===== config.mk =====
export PLATFORM = sky130hd
export DESIGN_NAME = cpu_axi_bridge_mo
export DESIGN_NICKNAME = d
export VERILOG_FILES = /design/src/rtl/cpu_axi_bridge_mo.sv
export SDC_FILE = /design/constraint.sdc
export NUM_CORES = 1
export LEC_CHECK = 0
export CORE_AREA = 4 4 157 159
export CTS_BUF_LIST = sky130_fd_sc_hd__clkbuf_16
export DETAILED_ROUTE_END_ITERATION = 7
export DIE_AREA = 0 0 161 163
export PLACE_DENSITY = 0.63
export SETUP_SLACK_MARGIN = 0.02
export SYNTH_ARGS = -nofsm -noshare
export SYNTH_HDL_FRONTEND = slang
export SYNTH_SLANG_ARGS = --single-unit

===== constraint.sdc =====
create_clock -name clk -period 5.5 [get_ports clk]
set_clock_uncertainty 0.15 [all_clocks]
set_input_delay 1.1 -clock clk [delete_from_list [all_inputs] [get_ports clk]]
set_output_delay 1.1 -clock clk [all_outputs]
set_load 0.01 [all_outputs]

===== src/rtl/cpu_axi_bridge_mo.sv =====
// cpu_axi_bridge_mo: bridges the CPU's SRAM-like instruction and data ports onto one AXI3 master.
// Only single-beat transfers are issued. Each port may keep up to OUTSTANDING reads in flight.
// Read responses are steered back to a port by rid. A write holds data_ok until its B response.
//
// Ports:
//   clk, resetn               clock; synchronous active-low reset
//   inst_* / data_*           SRAM-like request ports (req/wr/size/addr/wdata in,
//                             addr_ok/data_ok/rdata out); inst_wr and inst_wdata are unused
//   ar*, r*, aw*, w*, b*      AXI3 master channels (4-bit IDs, 32-bit address and data)
module cpu_axi_bridge_mo #(
    parameter int unsigned OUTSTANDING = 4,
    parameter logic [3:0]  INST_ID     = 4'd0,
    parameter logic [3:0]  DATA_ID     = 4'd1
) (
    input  logic        clk,
    input  logic        resetn,
    // instruction port
    input  logic        inst_req,
    input  logic        inst_wr,
    input  logic [1:0]  inst_size,
    input  logic [31:0] inst_addr,
    input  logic [31:0] inst_wdata,
    output logic        inst_addr_ok,
    output logic        inst_data_ok,
    output logic [31:0] inst_rdata,
    // data port
    input  logic        data_req,
    input  logic        data_wr,
    input  logic [1:0]  data_size,
    input  logic [31:0] data_addr,
    input  logic [31:0] data_wdata,
    output logic        data_addr_ok,
    output logic        data_data_ok,
    output logic [31:0] data_rdata,
    // AR channel
    output logic [3:0]  arid,
    output logic [31:0] araddr,
    output logic [3:0]  arlen,
    output logic [2:0]  arsize,
    output logic [1:0]  arburst,
    output logic [1:0]  arlock,
    output logic [3:0]  arcache,
    output logic [2:0]  arprot,
    output logic        arvalid,
    input  logic        arready,
    // R channel
    input  logic [3:0]  rid,
    input  logic [31:0] rdata,
    input  logic [1:0]  rresp,
    input  logic        rlast,
    input  logic        rvalid,
    output logic        rready,
    // AW channel
    output logic [3:0]  awid,
    output logic [31:0] awaddr,
    output logic [3:0]  awlen,
    output logic [2:0]  awsize,
    output logic [1:0]  awburst,
    output logic [1:0]  awlock,
    output logic [3:0]  awcache,
    output logic [2:0]  awprot,
    output logic        awvalid,
    input  logic        awready,
    // W channel
    output logic [3:0]  wid,
    output logic [31:0] wdata,
    output logic [3:0]  wstrb,
    output logic        wlast,
    output logic        wvalid,
    input  logic        wready,
    // B channel
    input  logic [3:0]  bid,
    input  logic [1:0]  bresp,
    input  logic        bvalid,
    output logic        bready
);

    localparam logic [3:0] MaxCnt = 4'(OUTSTANDING);

    typedef enum logic [1:0] {
        WIdle,
        WAddrData,
        WResp
    } wstate_e;

    wstate_e     wstate_q, wstate_d;
    logic        arvalid_q;
    logic [3:0]  arid_q;
    logic [31:0] araddr_q;
    logic [2:0]  arsize_q;
    logic        awvalid_q, awvalid_d;
    logic        wvalid_q, wvalid_d;
    logic [31:0] awaddr_q;
    logic [2:0]  awsize_q;
    logic [31:0] wdata_q;
    logic [3:0]  wstrb_q;
    logic [3:0]  icnt_q, icnt_d;
    logic [3:0]  dcnt_q, dcnt_d;

    logic ar_free, i_ret, d_ret, i_acc, dr_acc, w_acc;
    logic i_room, d_room, b_done, bready_c;

    // Inputs with no function in this bridge.
    logic unused_ok;
    assign unused_ok = ^{inst_wr, inst_wdata, rresp, rlast, bid, bresp};

    function automatic logic [3:0] calc_wstrb(input logic [1:0] size, input logic [1:0] off);
        logic [3:0] strb;
        strb = 4'b0000;
        case (size)
            2'd0: strb = 4'b0001 << off;
            2'd1: begin
                if (off == 2'd0) strb = 4'b0011;
                else if (off == 2'd2) strb = 4'b1100;
            end
            2'd2: if (off == 2'd0) strb = 4'b1111;
            default: strb = 4'b0000;
        endcase
        return strb;
    endfunction

    // R channel: always ready out of reset; beats with an unknown rid are dropped.
    assign rready = resetn;
    assign i_ret  = resetn && rvalid && (rid == INST_ID);
    assign d_ret  = resetn && rvalid && (rid == DATA_ID);

    // A matching R beat in this cycle frees a slot, so a full port may accept again.
    assign i_room = (icnt_q < MaxCnt) || i_ret;
    assign d_room = (dcnt_q < MaxCnt) || d_ret;

    assign ar_free = !arvalid_q || arready;

    // A write needs an idle write engine and no data reads in flight so the data port stays ordered.
    assign w_acc  = resetn && data_req && data_wr && (wstate_q == WIdle) && (dcnt_q == 4'd0);
    assign dr_acc = resetn && data_req && !data_wr && ar_free && d_room && (wstate_q == WIdle);
    // Data reads take priority over instruction reads for the shared AR slot.
    assign i_acc  = resetn && inst_req && ar_free && i_room && !dr_acc;

    assign inst_addr_ok = i_acc;
    assign data_addr_ok = w_acc || dr_acc;

    assign inst_data_ok = i_ret;
    assign inst_rdata   = i_ret ? rdata : 32'h0;
    assign data_data_ok = d_ret || b_done;
    assign data_rdata   = d_ret ? rdata : 32'h0;

    // In-flight counters; a return with nothing counted is a stale beat and is ignored.
    always_comb begin
        icnt_d = icnt_q;
        dcnt_d = dcnt_q;
        if (i_acc && !(i_ret && icnt_q != 4'd0)) begin
            icnt_d = icnt_q + 4'd1;
        end else if (!i_acc && i_ret && icnt_q != 4'd0) begin
            icnt_d = icnt_q - 4'd1;
        end
        if (dr_acc && !(d_ret && dcnt_q != 4'd0)) begin
            dcnt_d = dcnt_q + 4'd1;
        end else if (!dr_acc && d_ret && dcnt_q != 4'd0) begin
            dcnt_d = dcnt_q - 4'd1;
        end
    end

    // Write engine next state.
    always_comb begin
        wstate_d  = wstate_q;
        awvalid_d = awvalid_q;
        wvalid_d  = wvalid_q;
        bready_c  = 1'b0;
        b_done    = 1'b0;
        unique case (wstate_q)
            WIdle: begin
                if (w_acc) begin
                    wstate_d  = WAddrData;
                    awvalid_d = 1'b1;
                    wvalid_d  = 1'b1;
                end
            end
            WAddrData: begin
                if (awready) awvalid_d = 1'b0;
                if (wready)  wvalid_d  = 1'b0;
                if (!awvalid_d && !wvalid_d) wstate_d = WResp;
            end
            WResp: begin
                bready_c = 1'b1;
                if (bvalid) begin
                    b_done   = resetn;
                    wstate_d = WIdle;
                end
            end
            default: wstate_d = WIdle;
        endcase
    end

    assign bready = bready_c && resetn;

    always_ff @(posedge clk) begin
        if (!resetn) begin
            wstate_q  <= WIdle;
            awvalid_q <= 1'b0;
            wvalid_q  <= 1'b0;
            icnt_q    <= 4'd0;
            dcnt_q    <= 4'd0;
        end else begin
            wstate_q  <= wstate_d;
            awvalid_q <= awvalid_d;
            wvalid_q  <= wvalid_d;
            icnt_q    <= icnt_d;
            dcnt_q    <= dcnt_d;
        end
    end

    // Write address/data capture on acceptance.
    always_ff @(posedge clk) begin
        if (!resetn) begin
            awaddr_q <= 32'h0;
            awsize_q <= 3'd0;
            wdata_q  <= 32'h0;
            wstrb_q  <= 4'h0;
        end else if (w_acc) begin
            awaddr_q <= data_addr;
            awsize_q <= {1'b0, data_size};
            wdata_q  <= data_wdata;
            wstrb_q  <= calc_wstrb(data_size, data_addr[1:0]);
        end
    end

    // AR slot: loaded on any read acceptance, held stable until arready.
    always_ff @(posedge clk) begin
        if (!resetn) begin
            arvalid_q <= 1'b0;
            arid_q    <= 4'd0;
            araddr_q  <= 32'h0;
            arsize_q  <= 3'd0;
        end else if (dr_acc) begin
            arvalid_q <= 1'b1;
            arid_q    <= DATA_ID;
            araddr_q  <= data_addr;
            arsize_q  <= {1'b0, data_size};
        end else if (i_acc) begin
            arvalid_q <= 1'b1;
            arid_q    <= INST_ID;
            araddr_q  <= inst_addr;
            arsize_q  <= {1'b0, inst_size};
        end else if (arready) begin
            arvalid_q <= 1'b0;
        end
    end

    assign arid    = arid_q;
    assign araddr  = araddr_q;
    assign arlen   = 4'd0;
    assign arsize  = arsize_q;
    assign arburst = 2'b01;
    assign arlock  = 2'b00;
    assign arcache = 4'd0;
    assign arprot  = 3'd0;
    assign arvalid = arvalid_q;

    assign awid    = DATA_ID;
    assign awaddr  = awaddr_q;
    assign awlen   = 4'd0;
    assign awsize  = awsize_q;
    assign awburst = 2'b01;
    assign awlock  = 2'b00;
    assign awcache = 4'd0;
    assign awprot  = 3'd0;
    assign awvalid = awvalid_q;

    assign wid     = DATA_ID;
    assign wdata   = wdata_q;
    assign wstrb   = wstrb_q;
    assign wlast   = 1'b1;
    assign wvalid  = wvalid_q;

endmodule


==> impl_metrics.csv, run 1 <==
group,metric,value,unit
pwr,switching_share,27.7,%
layout,multi_input_area,3100,um2
pwr,p_comb_share,21.3,%
yosys,ys_types,47,
placed_design,place_congestion,0.754,
sta,hold_viol,0,
pwr,switching_power,0.720,mW
critical_path,crit_top_cell,"clkdlybuf4s50_1",
yosys,yosysSeqAreaShare,39.8,%
placed_design,port_buffers,323,
routing,wirelength,20700,um
critical_path,crit-reg2reg-launch,"wstate_q[1]",
die,std_cell_rows,56,
yosys,syn_area,5930,um2
critical_path,crit_fanout,36,
routing,drc,0,
layout,layout-drive-gt1-share,8.90,%
worst_hold_path,hold_depth,2,
layout,syn_to_final_growth,65.0,%
die,die_h,163,um
routing,postRouteAntennaNets,0,
layout,layout_common_cells,"clkdlybuf4s50_1 (323), nand2_1 (154), dfxtp_1 (118), a21oi_1 (78)",
critical_path,start_kind,"primary input",
sta,tightest_slew,1.01,ns
sta,setup_violations,0,
clock_tree,cts_resized,0,
critical_path,critical_path_required,4.25,ns
pwr,powerDensity,266,nW/um2
yosys,synth_top_flop_cell,"dfxtp_1",
die,start_util,25.5,%
grt,grt_pass1_wl,31900,um
sta,slew_headroom,32.8,%
clock_tree,cts_setup_buffers,0,
clock_tree,htreeDepth,4,
sta,slew_viol_final,0,
worst_hold_path,hp-class,"flip-flop to flip-flop",
routing,drt_first_pass_iters,4,
critical_path,crit_start,"resetn",
layout,antennaDiodeCount,0,
sta,period_share,85.3,%
clock_tree,root_buffer,"clkbuf_16",
sta,max_freq,213,MHz
yosys,synth_edf_count,0,
yosys,synthCells,701,
clock_tree,numCtsBuffers,17,
clock_tree,ctsHoldBuffers,0,
job,drv_cap,0,
critical_path,reg2reg_to,"icnt_q[3]",
clock_tree,cts_tree,"yes",
clock_tree,clock-sinks,118,
die,dieWidth,161,um
grt,grt_max_degree,82,
critical_path,end_kind,"output pin",
layout,regArea,2360,um2
critical_path,r2r_slack,2.68,ns
critical_path,path_class,"primary input to output pin",
critical_path,arrival,3.44,ns
sta,fin_crit,4.69,ns
critical_path,slowest_delay,0.62,ns
grt,antenna_found_initial,0,
die,core,23300,um2
yosys,async_reset_ff_share,0,%
grt,overflow,0,
sta,whs,0.298,ns
yosys,avgSynthCellArea,8.46,um2
layout,final_util,42.0,%
pwr,vdd_drop_max,0.154,mV
critical_path,reg2reg_depth,11,
critical_path,endpoint,"inst_rdata[27]",
routing,vias,5761,
placed_design,dp_hpwl,15300,um
layout,final_common_cell,"clkdlybuf4s50_1",
die,die_area,26200,um2
pwr,power_frac_seq,36.6,%
layout,fillers,2323,
routing,drtIter0Drc,303,
grt,grt_pass1_vias,5708,
yosys,yosys_register_bits,118,
layout,finish.net_count,1192,
pwr,clkPwrFrac,42.1,%
critical_path,path_cells,"clkdlybuf4s50_1, nand2_1, nor4_4, buf_4, and2_1, clkdlybuf4s50_1",
clock_tree,clk_pin_slew,0.06,ns
clock_tree,clk_latency,0.40,ns
clock_tree,cts_max_path_buffers,2,
status,status,"finished clean",
pwr,p_leak,3.83,nW
routing,viasPerCell,4.33,
die,io-pin-count,410,
pwr,internal_power,1.88,mW
routing,wl_per_cell,15.6,um
critical_path,crit_slowest_cell,"clkdlybuf4s50_1",
sta,rsz0062_at_grt,"false",
yosys,ys_warn_count,0,
sta,tns,0,ns
grt,track_usage,15.3,%
registers in the layout, summed over array words and instances, names as in the netlist:
signal,cells
awsize,2
araddr,32
wstrb,4
icnt_q,4
awvalid,1
arsize,2
wvalid,1
wdata,32
wstate_q,2
awaddr,32
arvalid,1
arid,1
dcnt_q,4
power groups by stage:
stage | registers (mW) | clock network [mW] | logic [mW]
after detailed placement | 0.971 | 0 | 0.562
final | 0.952 | 1.09 | 0.554
after CTS | 0.953 | 1.13 | 0.563
after floorplan | 0.991 | 0 | 0.285
after global routing | 0.961 | 1.17 | 0.605
after global placement | 0.969 | 0 | 0.556
final cells by class:
type	count	share of cell area, %
Inverter	5	0.217
Clock inverter	15	1.57
Tap cell	319	4.08
Clock buffer	17	4.35
Sequential cell	118	24.2
Multi-Input combinational cell	522	31.7
Timing Repair Buffer	334	33.9
metrics by stage:
stage	cell area [um2]	cells	worst slack [ns]	total power, mW
global route	9780	1330	0.665	2.74
detailed placement	9200	1298	0.790	1.53
floorplan	6090	743	2.05	1.28
finish	9780	1330	0.811	2.60
CTS	9780	1330	0.771	2.65
global placement	9200	1298	0.772	1.52
layer usage:
| layer | global-route usage, % | vias up | part of all wire, % |
|---|---|---|---|
| met4 | 4.15 | 0 | 1.8 |
| met3 | 6.33 | 18 | 9.5 |
| met1 | 18.0 | 2618 | 40 |
| met5 | 0 | - | 0 |
| li1 | - | 2860 | - |
| met2 | 25.8 | 265 | 48 |
worst min-delay path by stage:
| stage | start | to | slack (ns) |
|---|---|---|---|
| 3_3_place_gp | wdata[23] | wdata[23] | 0.29 |
| 3_5_place_dp | wdata[16] | wdata[16] | 0.29 |
| 4_1_cts | wdata[26] | wdata[26] | 0.30 |
| 5_1_grt | wdata[16] | wdata[16] | 0.32 |
| 6_report | awaddr[20] | awaddr[20] | 0.30 |
| 2_1_floorplan | icnt_q[3] | icnt_q[3] | 0.28 |
cells in the mapped netlist, types with 5 or more instances:
library cell	instances	area, um2
nand2_1	154	578
dfxtp_1	118	2360
a21oi_1	78	390
buf_4	49	368
nor2_1	44	165
mux2i_1	39	390
and3_1	36	225
a211oi_2	34	425
and2_1	34	213
clkbuf_1	25	93.8
buf_2	9	45.0
buf_6	8	90.1
nor3_1	8	40.0
nand3_1	6	30.0
buf_1	5	18.8
inv_1	5	18.8
logic make-up after synthesis:
family	count (synthesis)	synth area share, %
AND/OR/NAND/NOR	302	24.5
flip-flops	118	39.8
AO/OA/AOI/OAI	127	15.8
XOR/XNOR	3	0.443
adder cells (fa/ha/maj)	6	1.52
other	2	0.127
multiplexers	40	6.82
buffers and inverters	103	11.0
worst max-delay path, delay by kind of cell:
kind | cells | cell delay (ns)
buffers and inverters | 3 | 1.52
and+or+nand+nor | 3 | 0.80
No activity file was read; power rests on OpenSTA's default activity.
==> inputs of run 2 (changes only) <==
--- a/constraint.sdc
+++ b/constraint.sdc
@@ -4,2 +4,2 @@
 set_output_delay 1.1 -clock clk [all_outputs]
-set_load 0.01 [all_outputs]
+set_load 0.05 [all_outputs]
==> impl_metrics.csv, run 2 (synthesized netlist as in run 1, its figures left out) <==
group,metric,value,unit
routing,drc,0,
routing,drt_first_pass_iters,4,
clock_tree,cts_max_path_buffers,2,
critical_path,slowest_delay,0.81,ns
critical_path,path_cells,"clkdlybuf4s50_1, nor4b_4, buf_4, and3_1, clkdlybuf4s50_1",
placed_design,place_congestion,0.717,
placed_design,dp_cells,1298,
grt,track_usage,15.5,%
job,drv_cap,0,
grt,antenna_found_initial,0,
layout,finish.net_count,1192,
die,std_cell_rows,56,
layout,stdcell_count,1328,
sta,tightest_slew,0.959,ns
layout,fillers,2293,
clock_tree,cts_setup_buffers,0,
die,core,23300,um2
worst_hold_path,hp-class,"flip-flop to flip-flop",
sta,setup_violations,0,
sta,tns,0,ns
clock_tree,cts_resized,0,
sta,hold_viol,0,
layout,layout_common_cells,"clkdlybuf4s50_1 (287), nand2_1 (154), dfxtp_1 (118), a21oi_1 (78)",
sta,slew_viol_final,0,
die,io-pin-count,410,
sta,fin_crit,4.53,ns
critical_path,path_class,"primary input to output pin",
critical_path,arrival,3.28,ns
clock_tree,htreeDepth,4,
layout,antennaDiodeCount,0,
critical_path,start_kind,"primary input",
clock_tree,cts_tree,"yes",
clock_tree,clk_latency,0.41,ns
clock_tree,ctsHoldBuffers,0,
layout,final_common_cell,"clkdlybuf4s50_1",
clock_tree,clock-sinks,118,
clock_tree,root_buffer,"clkbuf_16",
grt,grt_pass1_wl,32300,um
status,status,"finished clean",
critical_path,critical_path_required,4.25,ns
routing,viasPerCell,4.34,
critical_path,crit_slowest_cell,"clkdlybuf4s50_1",
sta,period_share,82.4,%
die,dieWidth,161,um
critical_path,end_kind,"output pin",
critical_path,crit_top_cell,"clkdlybuf4s50_1",
clock_tree,clk_pin_slew,0.05,ns
pwr,p_leak,4.04,nW
critical_path,crit_fanout,33,
pwr,powerDensity,289,nW/um2
routing,wl_per_cell,15.7,um
die,die_area,26200,um2
sta,max_freq,221,MHz
sta,rsz0062_at_grt,"false",
die,start_util,25.5,%
placed_design,dp_hpwl,15500,um
layout,layout-drive-gt1-share,12.3,%
placed_design,port_buffers,323,
sta,slew_headroom,36.1,%
clock_tree,numCtsBuffers,17,
pwr,vdd_drop_max,0.175,mV
grt,grt_pass1_vias,5632,
die,die_h,163,um
grt,overflow,0,
critical_path,r2r_slack,2.69,ns
routing,postRouteAntennaNets,0,
routing,wirelength,20900,um
layout,syn_to_final_growth,71.9,%
routing,drtIter0Drc,291,
routing,vias,5758,
grt,grt_max_degree,74,
==> run 2: critical path, delay by kind of cell <==
family | cells | cell delay (ns)
AND/OR/NAND/NOR | 2 | 0.50
buffers and inverters | 3 | 1.66
==> run 2: final timing paths <==
kind                            cells after the start              to        start
worst max-delay path                                5  data_rdata[21]       rid[1]
worst min register to register                      2      awaddr[14]   awaddr[14]
worst max register to register                     11       icnt_q[3]  wstate_q[0]
worst min-delay path                                2      awaddr[14]   awaddr[14]
==> run 2: metal layers <==
layer / wire (um) / GRT usage [%]
met3: 2100 / 6.68
met4: 197 / 3.26
met1: 8400 / 18.3
met5: 0 / 0
met2: 10200 / 26.4
==> run 2: layout make-up <==
class                   instances  area, um2  share of cell area (%)
clock buffers                  17        425                    4.17
well taps                     319        399                    3.92
clock inverters                13        205                    2.01
inverters                       5       21.3                   0.209
repair buffers                334       3680                    36.1
multi-input cells             522       3100                    30.4
flip-flops and latches        118       2360                    23.2
==> run 2: stage by stage <==
stage	hold WS, ns	utilization, %	cell area (um2)	power [mW]	setup WS, ns
2_1_floorplan	0.284	-	6090	1.49	1.14
3_3_place_gp	0.287	41.1	9560	1.75	0.970
3_5_place_dp	0.293	41.1	9560	1.76	0.965
4_1_cts	0.301	43.8	10200	3.00	0.961
5_1_grt	0.314	43.8	10200	3.09	0.851
6_report	0.297	43.8	10200	2.95	0.966
==> run 2: power breakdown <==
group	internal [mW]	switching, mW	total (mW)	leakage (nW)
registers	0.916	0.0367	0.953	0.961
clock network	0.799	0.416	1.22	0.305
logic	0.302	0.478	0.780	2.77
==> inputs of run 3 (changes only) <==
Settings changed: CORE_AREA 4 4 157 159 to 4 4 159 161, DIE_AREA 0 0 161 163 to 0 0 163 165, PLACE_DENSITY 0.63 to 0.62.
Clock period 5.5 ns to 4.7 ns, I/O delays scaled along.
==> impl_metrics.csv, run 3 (synthesized netlist as in run 1, its figures left out) <==
group,metric,value,unit
die,dieWidth,163,um
layout,final_common_cell,"clkdlybuf4s50_1",
pwr,switching_power,1.11,mW
die,start_util,24.7,%
sta,max_freq,246,MHz
sta,period_share,86.4,%
die,io-pin-count,410,
critical_path,arrival,2.97,ns
critical_path,cp.depth,7,
grt,track_usage,15.3,%
pwr,powerDensity,321,nW/um2
routing,wirelength,21300,um
critical_path,end_kind,"output pin",
clock_tree,htreeDepth,4,
placed_design,port_buffers,323,
sta,hold_viol,0,
clock_tree,ctsHoldBuffers,0,
clock_tree,cts_setup_buffers,0,
job,drv_cap,0,
critical_path,slowest_delay,0.54,ns
layout,final_util,43.9,%
clock_tree,cts_tree,"yes",
sta,tightest_slew,0.807,ns
clock_tree,clk_latency,0.41,ns
clock_tree,cts_max_path_buffers,2,
routing,viasPerCell,4.29,
placed_design,place_area,9910,um2
pwr,power_frac_seq,33.0,%
pwr,vdd_drop_max,0.179,mV
sta,slew_headroom,46.2,%
placed_design,place_congestion,0.726,
worst_hold_path,hold_depth,2,
clock_tree,clk_pin_slew,0.05,ns
sta,slew_viol_final,0,
grt,antenna_found_initial,0,
layout,finish.net_count,1193,
critical_path,crit_start,"resetn",
sta,setup_violations,0,
critical_path,reg2reg_to,"icnt_q[3]",
grt,grt_pass1_wl,32400,um
clock_tree,clock-sinks,118,
pwr,p_leak,4.19,nW
pwr,switching_share,32.9,%
critical_path,crit-reg2reg-launch,"wstate_q[1]",
status,status,"finished clean",
pwr,clkPwrFrac,39.8,%
critical_path,endpoint,"data_addr_ok",
placed_design,dp_cells,1304,
routing,drtIter0Drc,249,
sta,tns,0,ns
routing,vias,5730,
placed_design,dp_hpwl,16100,um
die,die_h,165,um
grt,grt_pass1_vias,5854,
routing,drt_first_pass_iters,4,
critical_path,start_kind,"primary input",
clock_tree,numCtsBuffers,17,
die,die_area,26900,um2
routing,postRouteAntennaNets,0,
layout,regArea,2360,um2
layout,antennaDiodeCount,0,
routing,wl_per_cell,15.9,um
critical_path,worst-path-buf-inv,3,
critical_path,reg2reg_depth,11,
die,std_cell_rows,57,
critical_path,path_cells,"clkdlybuf4s50_1, buf_4, and4bb_1, nand3b_2, or2_4, nand2_1, buf_12",
clock_tree,cts_resized,0,
layout,stdcell_count,1336,
grt,overflow,0,
critical_path,crit_fanout,16,
critical_path,r2r_slack,1.97,ns
worst_hold_path,hp-class,"flip-flop to flip-flop",
critical_path,critical_path_required,3.61,ns
layout,layout-drive-gt1-share,15.8,%
layout,fillers,2391,
layout,syn_to_final_growth,77.3,%
layout,final_area,10500,um2
critical_path,cp_top_family,"simple AND/OR/NAND/NOR gates",
clock_tree,root_buffer,"clkbuf_16",
routing,drc,0,
die,core,24000,um2
sta,rsz0062_at_grt,"false",
pwr,p_comb_share,27.2,%
pwr,internal_power,2.27,mW
sta,fin_crit,4.06,ns
layout,multi_input_area,3100,um2
grt,grt_max_degree,58,
critical_path,path_class,"primary input to output pin",
layout,layout_common_cells,"clkdlybuf4s50_1 (254), nand2_1 (154), dfxtp_1 (118), a21oi_1 (78), buf_12 (69)",
critical_path,crit_slowest_cell,"clkdlybuf4s50_1",
[run 3: through the flow]
stage	total power, mW	hold slack (ns)	setup slack (ns)
4_1_cts	3.43	0.301	0.612
3_5_place_dp	2.06	0.293	0.613
5_1_grt	3.54	0.320	0.526
2_1_floorplan	1.75	0.284	0.661
6_report	3.38	0.299	0.640
3_3_place_gp	2.05	0.288	0.650
[run 3: layout make-up]
cell class	count	share of cell area, %
clock buffers	17	4.05
clock inverters	15	1.70
flip-flops and latches	118	22.5
inverters	5	0.202
well taps	324	3.86
repair buffers	335	38.2
multi-input cells	522	29.5
[run 3: layer usage]
metal	part of all wire, %	routed length, um	track usage, %
met1	39	8240	17.4
met2	49	10400	26.1
met3	11	2400	7.59
met4	1.0	213	3.24
met5	0	0	0
[run 3: worst min-delay path by stage]
stage,slack [ns],from,to
floorplan,0.28,icnt_q[3],icnt_q[3]
global placement,0.29,wdata[27],wdata[27]
detailed placement,0.29,wdata[17],wdata[17]
CTS,0.30,wdata[17],wdata[17]
global route,0.32,wdata[0],wdata[0]
finish,0.30,wdata[13],wdata[13]
[run 3: power groups by stage]
stage	clock network, mW	registers, mW	logic, mW
2_1_floorplan	0	1.33	0.414
3_3_place_gp	0	1.13	0.920
3_5_place_dp	0	1.14	0.927
4_1_cts	1.39	1.11	0.930
5_1_grt	1.44	1.12	0.979
6_report	1.34	1.11	0.919
[run 3: worst reg2reg max path, stage by stage (launching register included)]
cell	delay [ns]
dfxtp_1	0.33
and4bb_1	0.39
nand3b_2	0.22
o221ai_4	0.29
inv_1	0.13
nand2_1	0.14
ha_1	0.25
a21o_1	0.17
a21oi_1	0.17
a21oi_1	0.06
mux2i_1	0.17
mux2i_1	0.20
